`config.mk`:
```
export PLATFORM = sky130hd
export DESIGN_NAME = capture_ctrl
export DESIGN_NICKNAME = d
export VERILOG_FILES = /design/src/rtl/capture_ctrl.sv
export SDC_FILE = /design/constraint.sdc
export NUM_CORES = 1
export LEC_CHECK = 0
export CAP_MARGIN = 20
export CORE_UTILIZATION = 46
export CTS_CLUSTER_DIAMETER = 40
export DETAILED_ROUTE_END_ITERATION = 16
export PLACE_DENSITY = 0.75
export SLEW_MARGIN = 20
export SYNTH_ARGS = -nofsm -noshare
export SYNTH_HDL_FRONTEND = slang
export SYNTH_SLANG_ARGS = --single-unit
export TNS_END_PERCENT = 30
```
`constraint.sdc`:
```
create_clock -name clk -period 2.6 [get_ports clk]
set_clock_uncertainty 0.2 [all_clocks]
set_input_delay 0.52 -clock clk [delete_from_list [all_inputs] [get_ports clk]]
set_output_delay 0.52 -clock clk [all_outputs]
set_load 0.01 [all_outputs]
```
`src/rtl/capture_ctrl.sv`:
```
// Capture sequencer for the circular sample buffer: arm/clear, pre-trigger fill,
// post-trigger count, then oldest-first readout over a valid/ready port.
module capture_ctrl #(
  parameter int unsigned ADDR_WIDTH = 4
) (
  input  logic                  clk,
  input  logic                  reset,
  input  logic                  arm,
  input  logic                  abort,
  input  logic                  trigger,
  input  logic [ADDR_WIDTH-1:0] post_len,
  input  logic [ADDR_WIDTH-1:0] waddr,
  input  logic                  primed,
  output logic                  buf_clear,
  output logic                  write_enable,
  output logic [ADDR_WIDTH-1:0] rd_addr,
  output logic                  rd_valid,
  input  logic                  rd_ready,
  output logic                  rd_last,
  output logic [ADDR_WIDTH-1:0] trig_index,
  output logic                  busy,
  output logic                  done
);

  typedef enum logic [2:0] {
    S_IDLE,
    S_CLEAR,
    S_PRE,
    S_POST,
    S_READ
  } state_e;

  state_e                  state_q, state_d;
  logic [ADDR_WIDTH-1:0]   post_cnt_q, post_cnt_d;
  logic [ADDR_WIDTH-1:0]   trig_addr_q, trig_addr_d;
  logic [ADDR_WIDTH-1:0]   rd_cnt_q, rd_cnt_d;
  logic [ADDR_WIDTH-1:0]   trig_idx_q, trig_idx_d;
  logic                    done_q, done_d;
  logic [ADDR_WIDTH-1:0]   waddr_next;

  assign buf_clear    = (state_q == S_CLEAR);
  assign write_enable = (state_q == S_PRE) || (state_q == S_POST);
  assign rd_valid     = (state_q == S_READ);
  assign busy         = (state_q != S_IDLE);
  assign rd_last      = (state_q == S_READ) && (rd_cnt_q == '1);
  assign rd_addr      = waddr + rd_cnt_q;
  assign trig_index   = trig_idx_q;
  assign done         = done_q;

  // The final write advances waddr on the READ-entry edge, so the index is
  // taken against the post-increment address (the oldest sample).
  assign waddr_next = waddr + ADDR_WIDTH'(1);

  always_comb begin
    state_d     = state_q;
    post_cnt_d  = post_cnt_q;
    trig_addr_d = trig_addr_q;
    rd_cnt_d    = rd_cnt_q;
    trig_idx_d  = trig_idx_q;
    done_d      = 1'b0;

    if (abort) begin
      state_d = S_IDLE;
    end else begin
      unique case (state_q)
        S_IDLE: begin
          if (arm) begin
            state_d    = S_CLEAR;
            post_cnt_d = post_len;
          end
        end
        S_CLEAR: begin
          state_d = S_PRE;
        end
        S_PRE: begin
          if (primed && trigger) begin
            trig_addr_d = waddr;
            if (post_cnt_q == '0) begin
              state_d    = S_READ;
              rd_cnt_d   = '0;
              trig_idx_d = waddr - waddr_next;
            end else begin
              state_d = S_POST;
            end
          end
        end
        S_POST: begin
          post_cnt_d = post_cnt_q - ADDR_WIDTH'(1);
          if (post_cnt_q == ADDR_WIDTH'(1)) begin
            state_d    = S_READ;
            rd_cnt_d   = '0;
            trig_idx_d = trig_addr_q - waddr_next;
          end
        end
        S_READ: begin
          if (rd_ready) begin
            rd_cnt_d = rd_cnt_q + ADDR_WIDTH'(1);
            if (rd_last) begin
              state_d = S_IDLE;
              done_d  = 1'b1;
            end
          end
        end
        default: begin
          state_d = S_IDLE;
        end
      endcase
    end
  end

  always_ff @(posedge clk or negedge reset) begin
    if (!reset) begin
      state_q     <= S_IDLE;
      post_cnt_q  <= '0;
      trig_addr_q <= '0;
      rd_cnt_q    <= '0;
      trig_idx_q  <= '0;
      done_q      <= 1'b0;
    end else begin
      state_q     <= state_d;
      post_cnt_q  <= post_cnt_d;
      trig_addr_q <= trig_addr_d;
      rd_cnt_q    <= rd_cnt_d;
      trig_idx_q  <= trig_idx_d;
      done_q      <= done_d;
    end
  end

endmodule

```
# == Yosys cells after proc, flatten, opt, wreduce, memory -nomap -nowiden ==
# Index checks and enable logic that the tools add are counted.
# Widths: inputs -> output; s select.
# totals
reg_bits,20
in_bits,15
output_inout_bits,14
# op_classes
add_sub_neg,6
eq_ne,16
muxes,23
bitwise,1
n_reduce_logical,14
# op_table
operator,count
$mux 4,8
$mux 3,7
$pmux 4 s2,2
$pmux 3 s5,1
$ne 3x2->1 const B,4
$pmux 4 s3,1
$reduce_and 5->1,2
$add 4x1->4 const B,2
$ne 2x1->1 const B,4
$sub 4x4->4,2
$eq 3x2->1 const B,2
$reduce_and 3->1,2
$reduce_and 6->1,1
$reduce_bool 3->1,2
$add 4x4->4,1
$eq 4x1->1 const B,1
$eq 4x4->1 const B,1
$logic_not 4->1,1
$mux 1,4
$reduce_bool 2->1,2
$sub 4x1->4 const B,1
$eq 3x1->1 const B,1
$eq 3x3->1 const B,1
$logic_not 3->1,1
other kinds (5),6

# == Longest topological paths before layout ==
# Gate-level depths: netlist of run 1.
# depth
word_depth,6
mapped_depth,9

# == Worst setup path before layout of run 1 ==
# No wires, ideal clock.
# synth_path
kind,register to register
start,register state_q[0]
end,register trig_idx_q[3] (netlist: trig_index[3])
setup_time_ns,0.069
arrival_ns,2.195
setup_slack_ns,0.136
path_stages_with_launch,10
path_buffers,2
period_less_slack_ns,2.464
cell_sequence,dfrtp_1 > buf_2 > nand3b_1 > buf_2 > mux2_2 > ha_1 > nor2b_1 > a21oi_1 > a2111o_1 > nand3_1
# synth_between
elab_chain_cells,3
# synth_rtl
element,line,text
"start, declared",33,"state_e state_q, state_d;"
"start signal, assigned",120,state_q <= state_d;
$eq 3x2->1,65,unique case (state_q)
$ne 2x1->1 (no source line) or $reduce_bool 2->1 (tied branches),n/a,
$reduce_and 5->1 (no source line),n/a,
"end signal, assigned",124,trig_idx_q <= trig_idx_d;
"end, declared",37,"logic [ADDR_WIDTH-1:0] trig_idx_q, trig_idx_d;"
# Several ways; a longest one is shown, not always the timed one.
# A chain may end at the register's enable or synchronous reset.

# == Worst setup path in the final report of run 1 ==
# layout_path
start,register rd_cnt_q[0]
end,output port rd_addr[1]
# layout_between
elab_chain_cells,1
# layout_rtl
element,line,text
"start, declared",36,"logic [ADDR_WIDTH-1:0] rd_cnt_q, rd_cnt_d;"
"start signal, assigned",123,rd_cnt_q <= rd_cnt_d;
$add 4x4->4,46,assign rd_addr = waddr + rd_cnt_q;
"end, declared",16,"output logic [ADDR_WIDTH-1:0] rd_addr,"
# Every way passes these cells.

==> qor.txt, run 1 <==
First-pass GRT wire length -> 5.86 mm
TritonCTS buffer count -> 3
Crit. End Element -> output pin
Synth cell types -> 47
Input/output buffers -> 28
Initial core utilization -> 50.3%
Sequential share of the synthesized area -> 34.6%
Routed WL -> 3.48 mm
Ys async rst share -> 100%
Layout cells sized above 1 -> 18.8%
Synth Area per Inst -> 9.78 um2
Drt drc -> 0
Worst r2r src -> post_cnt_q[1]
WHS -> 0.322 ns
Nets@finish -> 214
Placed inst area -> 0.00184 mm2
Routed Antenna Nets -> 0
Synth Register Bits -> 20
Commonest non-fill, non-tap cell in the layout -> clkdlybuf4s50_1
Synthesized area -> 0.00145 mm2
Startpoint types -> flop
Drt pass-1 iters -> 4
Overflow after GRT -> 0
Number of global-route vias before repair -> 1326
Max H-tree Level -> 1
Max-capacitance violation count -> 0
Pins Over Slew Limit -> 0
Top Ports -> 29
R2R Setup Slk -> 0.27 ns
Post-synth top flop -> dfrtp_1
Die Width -> 58.1 um
TritonCTS clock tree -> yes
Area grow syn2layout -> 31.7%
Final hold viol count -> 0
Worst R2R Path Depth -> 6
Fillers -> 254
Worst setup path class -> reg2out
DR WL/cell -> 15.3 um
Vias per Instance -> 5.62
RSZ-0062 raised after global routing -> true
Die Y -> 58.1 um
Placer Congestion -> 0.818
Tmin final -> 2.54 ns
Hold Path Class -> in2async
GRT Util Overall -> 22.8%
Synthesis Warnings -> 0
Clock transition at path regs -> 0.13 ns
Most frequent cells in the layout -> clkdlybuf4s50_1, dfrtp_1, inv_1, buf_4
Vias -> 1281
Post-Layout Cell Count -> 228
Status -> complete, no violations
CTS Sinks -> 20
Die footprint -> 0.00338 mm2
N_diodes -> 0
DP Cell Count -> 224
Crit path required time -> 1.88 ns
DP HPWL -> 2.65 mm
Power Density -> 796 mW/mm2
Worst-Margin Slew -> 1.05 ns
Post-synth EDFFs -> 0
Endpoints failing setup -> 0
R2R Path End -> trig_index[1]
Largest net degree at the start of global routing -> 21
Core Area -> 0.00288 mm2
Fmax achieved -> 0.394 GHz
Post-route cell area -> 0.00191 mm2
Fin util -> 66.3%
Hold-fix buffers, CTS -> 0
Row cnt -> 19
Relative slew slack -> 30.0%
Post-synthesis instance total -> 148
Net count after synthesis -> 175
CTS Root Cell -> clkbuf_4
Worst VDD drop -> 347 uV
Skew-Pair Late Insertion Delay -> 0.32 ns
Longest Clk Path Bufs -> 2
Static leakage -> 0.867 nW
Initial antenna violation count -> 0
Crit-path max FO -> 4
Iteration-0 DRC count of the detailed router -> 47
Critical path arrival -> 1.82 ns
Crit share post-route -> 97.6%
worst max-delay path, stage by stage (launching register included):
cell and delay (ns):
dfrtp_1 0.45, ha_2 0.21, inv_1 0.05, fa_1 0.48
inv_1 0.04, dlygate4sd2_1 0.27
metal layers:
metal | share of wire, % | vias up | routed length [um] | track usage (%)
met1 | 44 | 623 | 1520 | 28.4
met5 | 0 | - | 0 | 0
met4 | 1.1 | 0 | 37 | 9.18
met3 | 3.4 | 4 | 118 | 2.23
li1 | - | 617 | - | -
met2 | 52 | 37 | 1800 | 40.2
worst max path at each step:
| stage | startpoint | endpoint | cells after the start |
|---|---|---|---|
| 2_1_floorplan | state_q[0] | trig_index[3] | 9 |
| 3_3_place_gp | waddr[0] | rd_addr[2] | 6 |
| 3_5_place_dp | waddr[1] | rd_addr[3] | 6 |
| 4_1_cts | waddr[0] | rd_addr[1] | 6 |
| 5_1_grt | state_q[0] | rd_last | 5 |
| 6_report | rd_cnt_q[0] | rd_addr[1] | 5 |
power breakdown:
group	internal, mW	leakage, nW	total (mW)	switching, mW
sequential	0.414	0.252	0.506	0.0921
combinational	0.406	0.587	0.749	0.343
clock	0.156	0.0279	0.264	0.108
total	0.976	0.867	1.52	0.543
logic make-up after synthesis:
group,share of synthesized area [%]
fa+ha+maj,11.4
xor+xnor,3.63
compound gates,20.0
simple gates,17.3
flops,34.6
buf+inv,6.31
mux,6.83
area by class of cell:
type / instances / area (um2) / area share [%]
Multi-Input combinational cell: 107 / 867 / 45.5
Sequential cell: 20 / 502 / 26.3
Timing Repair Buffer: 41 / 380 / 19.9
Inverter: 14 / 52.6 / 2.76
Tap cell: 42 / 52.6 / 2.76
Clock inverter: 1 / 30.0 / 1.57
Clock buffer: 3 / 22.5 / 1.18
cell usage after synthesis (2+ instances only):
| cell | instances | area [um2] |
|---|---|---|
| nand3_1 | 5 | 25.0 |
| o31ai_1 | 3 | 22.5 |
| inv_1 | 14 | 52.6 |
| a21o_1 | 3 | 22.5 |
| o21a_1 | 2 | 15.0 |
| or3_1 | 3 | 18.8 |
| xnor2_1 | 4 | 35.0 |
| buf_2 | 4 | 20.0 |
| xor2_1 | 2 | 17.5 |
| or3b_4 | 2 | 22.5 |
| dfrtp_1 | 20 | 500 |
| mux2i_1 | 2 | 20.0 |
| clkbuf_1 | 2 | 7.51 |
| a22oi_1 | 2 | 15.0 |
| nand4_1 | 3 | 18.8 |
| a22o_1 | 2 | 17.5 |
| a21oi_1 | 6 | 30.0 |
| o211ai_1 | 2 | 15.0 |
| nor4bb_1 | 2 | 20.0 |
| ha_1 | 10 | 125 |
| nor3b_1 | 3 | 22.5 |
| nor2_1 | 6 | 22.5 |
| o21ai_0 | 9 | 45.0 |
| nor2b_1 | 2 | 12.5 |
| fa_1 | 2 | 40.0 |
| nand2_1 | 6 | 22.5 |
| mux2_2 | 7 | 78.8 |
what timing repair did:
item / CTS / global route
gates resized for setup: 8 / 5
cloned: 0 / 0
hold endpoints to repair: 0 / 0
pin swaps: 0 / 1
setup endpoints to repair: 3 / 5
setup buffers: 0 / 0
sequential cells by signal, summed over array words and instances (netlist names):
name         count
trig_index       4
state_q          3
trig_addr_q      4
done             1
rd_cnt_q         4
post_cnt_q       4
through the flow:
stage	setup TNS, ns	power (mW)	worst slack [ns]
global route	-0.00803	1.62	-0.00803
floorplan	0	0.951	0.136
detailed placement	-1.50	1.26	-0.475
CTS	-0.287	1.51	-0.148
global placement	-1.26	1.22	-0.405
finish	0	1.52	0.0632
No activity file was read; power rests on OpenSTA's default activity.
==> run 2, diff against run 1 <==
Settings changed: CORE_UTILIZATION 46 to 51, PLACE_DENSITY 0.75 to 0.79.
Clock period 2.6 ns to 2.8 ns, I/O delays scaled along.
==> qor.txt, run 2 (synthesis results as in run 1) <==
Status -> complete, no violations
Iteration-0 DRC count of the detailed router -> 17
Crit. End Element -> output pin
RSZ-0062 raised after global routing -> false
Setup crit start -> waddr[2]
Commonest non-fill, non-tap cell in the layout -> clkdlybuf4s50_1
Fillers -> 198
Top Ports -> 29
Layout cells sized above 1 -> 17.3%
DR WL/cell -> 15.4 um
DP Cell Count -> 210
Fmax achieved -> 0.374 GHz
Worst r2r src -> state_q[0]
Vias per Instance -> 6.02
Input/output buffers -> 28
Hold-fix buffers, CTS -> 0
Row cnt -> 18
Crit share post-route -> 95.4%
TritonCTS clock tree -> yes
Pins Over Slew Limit -> 0
Largest net degree at the start of global routing -> 21
Die footprint -> 0.00306 mm2
Setup TNS -> 0 ns
Hold Path Class -> reg2reg
Post-Layout Cell Count -> 215
Placer Congestion -> 0.782
Die Y -> 55.3 um
Core Area -> 0.00257 mm2
Worst setup path class -> in2out
GRT Util Overall -> 23.1%
Overflow after GRT -> 0
DP HPWL -> 2.52 mm
Number of global-route vias before repair -> 1327
Critical path arrival -> 1.91 ns
Relative slew slack -> 72.8%
Skew-Pair Late Insertion Delay -> 0.31 ns
Initial core utilization -> 56.4%
Routed WL -> 3.30 mm
Final hold viol count -> 0
Worst R2R Path Depth -> 7
Routed Antenna Nets -> 0
Fin util -> 72.5%
Most frequent cells in the layout -> clkdlybuf4s50_1, dfrtp_1, inv_1, buf_4
Power Density -> 708 mW/mm2
Die Width -> 55.3 um
CTS Root Cell -> clkbuf_4
CTS Sinks -> 20
Worst-Margin Slew -> 0.406 ns
N_diodes -> 0
Drt pass-1 iters -> 4
Endpoints failing setup -> 0
R2R Setup Slk -> 0.39 ns
Tot Pwr -> 1.32 mW
Worst VDD drop -> 533 uV
Drt drc -> 0
Crit-path max FO -> 2
Max H-tree Level -> 1
Tmin final -> 2.67 ns
Area grow syn2layout -> 28.6%
Worst Setup EP -> rd_addr[2]
TritonCTS buffer count -> 3
Crit path required time -> 2.04 ns
Longest Clk Path Bufs -> 2
Clock transition at path regs -> 0.12 ns
Max-capacitance violation count -> 0
First-pass GRT wire length -> 5.72 mm
R2R Path End -> trig_index[3]
Startpoint types -> primary input
Nets@finish -> 213
Static leakage -> 0.852 nW
WHS -> 0.330 ns
Initial antenna violation count -> 0
Vias -> 1295
==> run 2: what timing repair did <==
| action | 4_1_cts | 5_1_grt |
|---|---|---|
| gates resized for setup | 9 | 2 |
| pin swaps | 1 | 0 |
| endpoints found under the hold margin | 0 | 0 |
| cloned | 0 | 0 |
| setup buffers | 1 | 0 |
| endpoints found under the setup margin | 3 | 3 |
==> run 2: layout make-up <==
class / count / area, um2 / share of cell area [%]
tap: 30 / 37.5 / 2.02
multi-input combinational: 107 / 862 / 46.3
inverter: 14 / 52.6 / 2.82
sequential: 20 / 500 / 26.9
timing repair buffer: 40 / 373 / 20.0
clock buffer: 4 / 36.3 / 1.95
==> run 2: power breakdown <==
| group | switching [mW] | internal (mW) |
|---|---|---|
| clock network | 0.0954 | 0.0794 |
| logic | 0.288 | 0.359 |
| registers | 0.112 | 0.384 |
==> run 2: critical path, stage by stage <==
cell and delay (ns):
clkdlybuf4s50_1 0.45, ha_1 0.35, buf_4 0.15, xnor2_1 0.17, clkdlybuf4s15_2 0.25
==> run 2: metrics by stage <==
| step | cell area, um2 | worst slack [ns] |
|---|---|---|
| after floorplan | 1450 | 0.336 |
| after global placement | 1810 | -0.296 |
| after detailed placement | 1810 | -0.374 |
| after CTS | 1860 | 0.00210 |
| after global routing | 1860 | 0.104 |
| final | 1860 | 0.129 |
==> run 2: worst min path at each step <==
stage / end / slack, ns / depth (start not counted) / from
after floorplan: done / 0.06 / 0 / reset
after global placement: trig_addr_q[1] / 0.29 / 1 / trig_addr_q[1]
after detailed placement: trig_addr_q[2] / 0.30 / 1 / trig_addr_q[2]
after CTS: trig_addr_q[2] / 0.33 / 1 / trig_addr_q[2]
after global routing: trig_addr_q[2] / 0.35 / 1 / trig_addr_q[2]
final: trig_addr_q[2] / 0.33 / 1 / trig_addr_q[2]
==> run 2: per-layer routing <==
metal  vias up  part of all wire (%)  global-route usage (%)
li1        616                     -                       -
met4         0                  0.94                    5.00
met3         4                   4.5                    4.68
met5         -                     0                       0
met1       638                    41                    26.7
met2        37                    53                    43.4
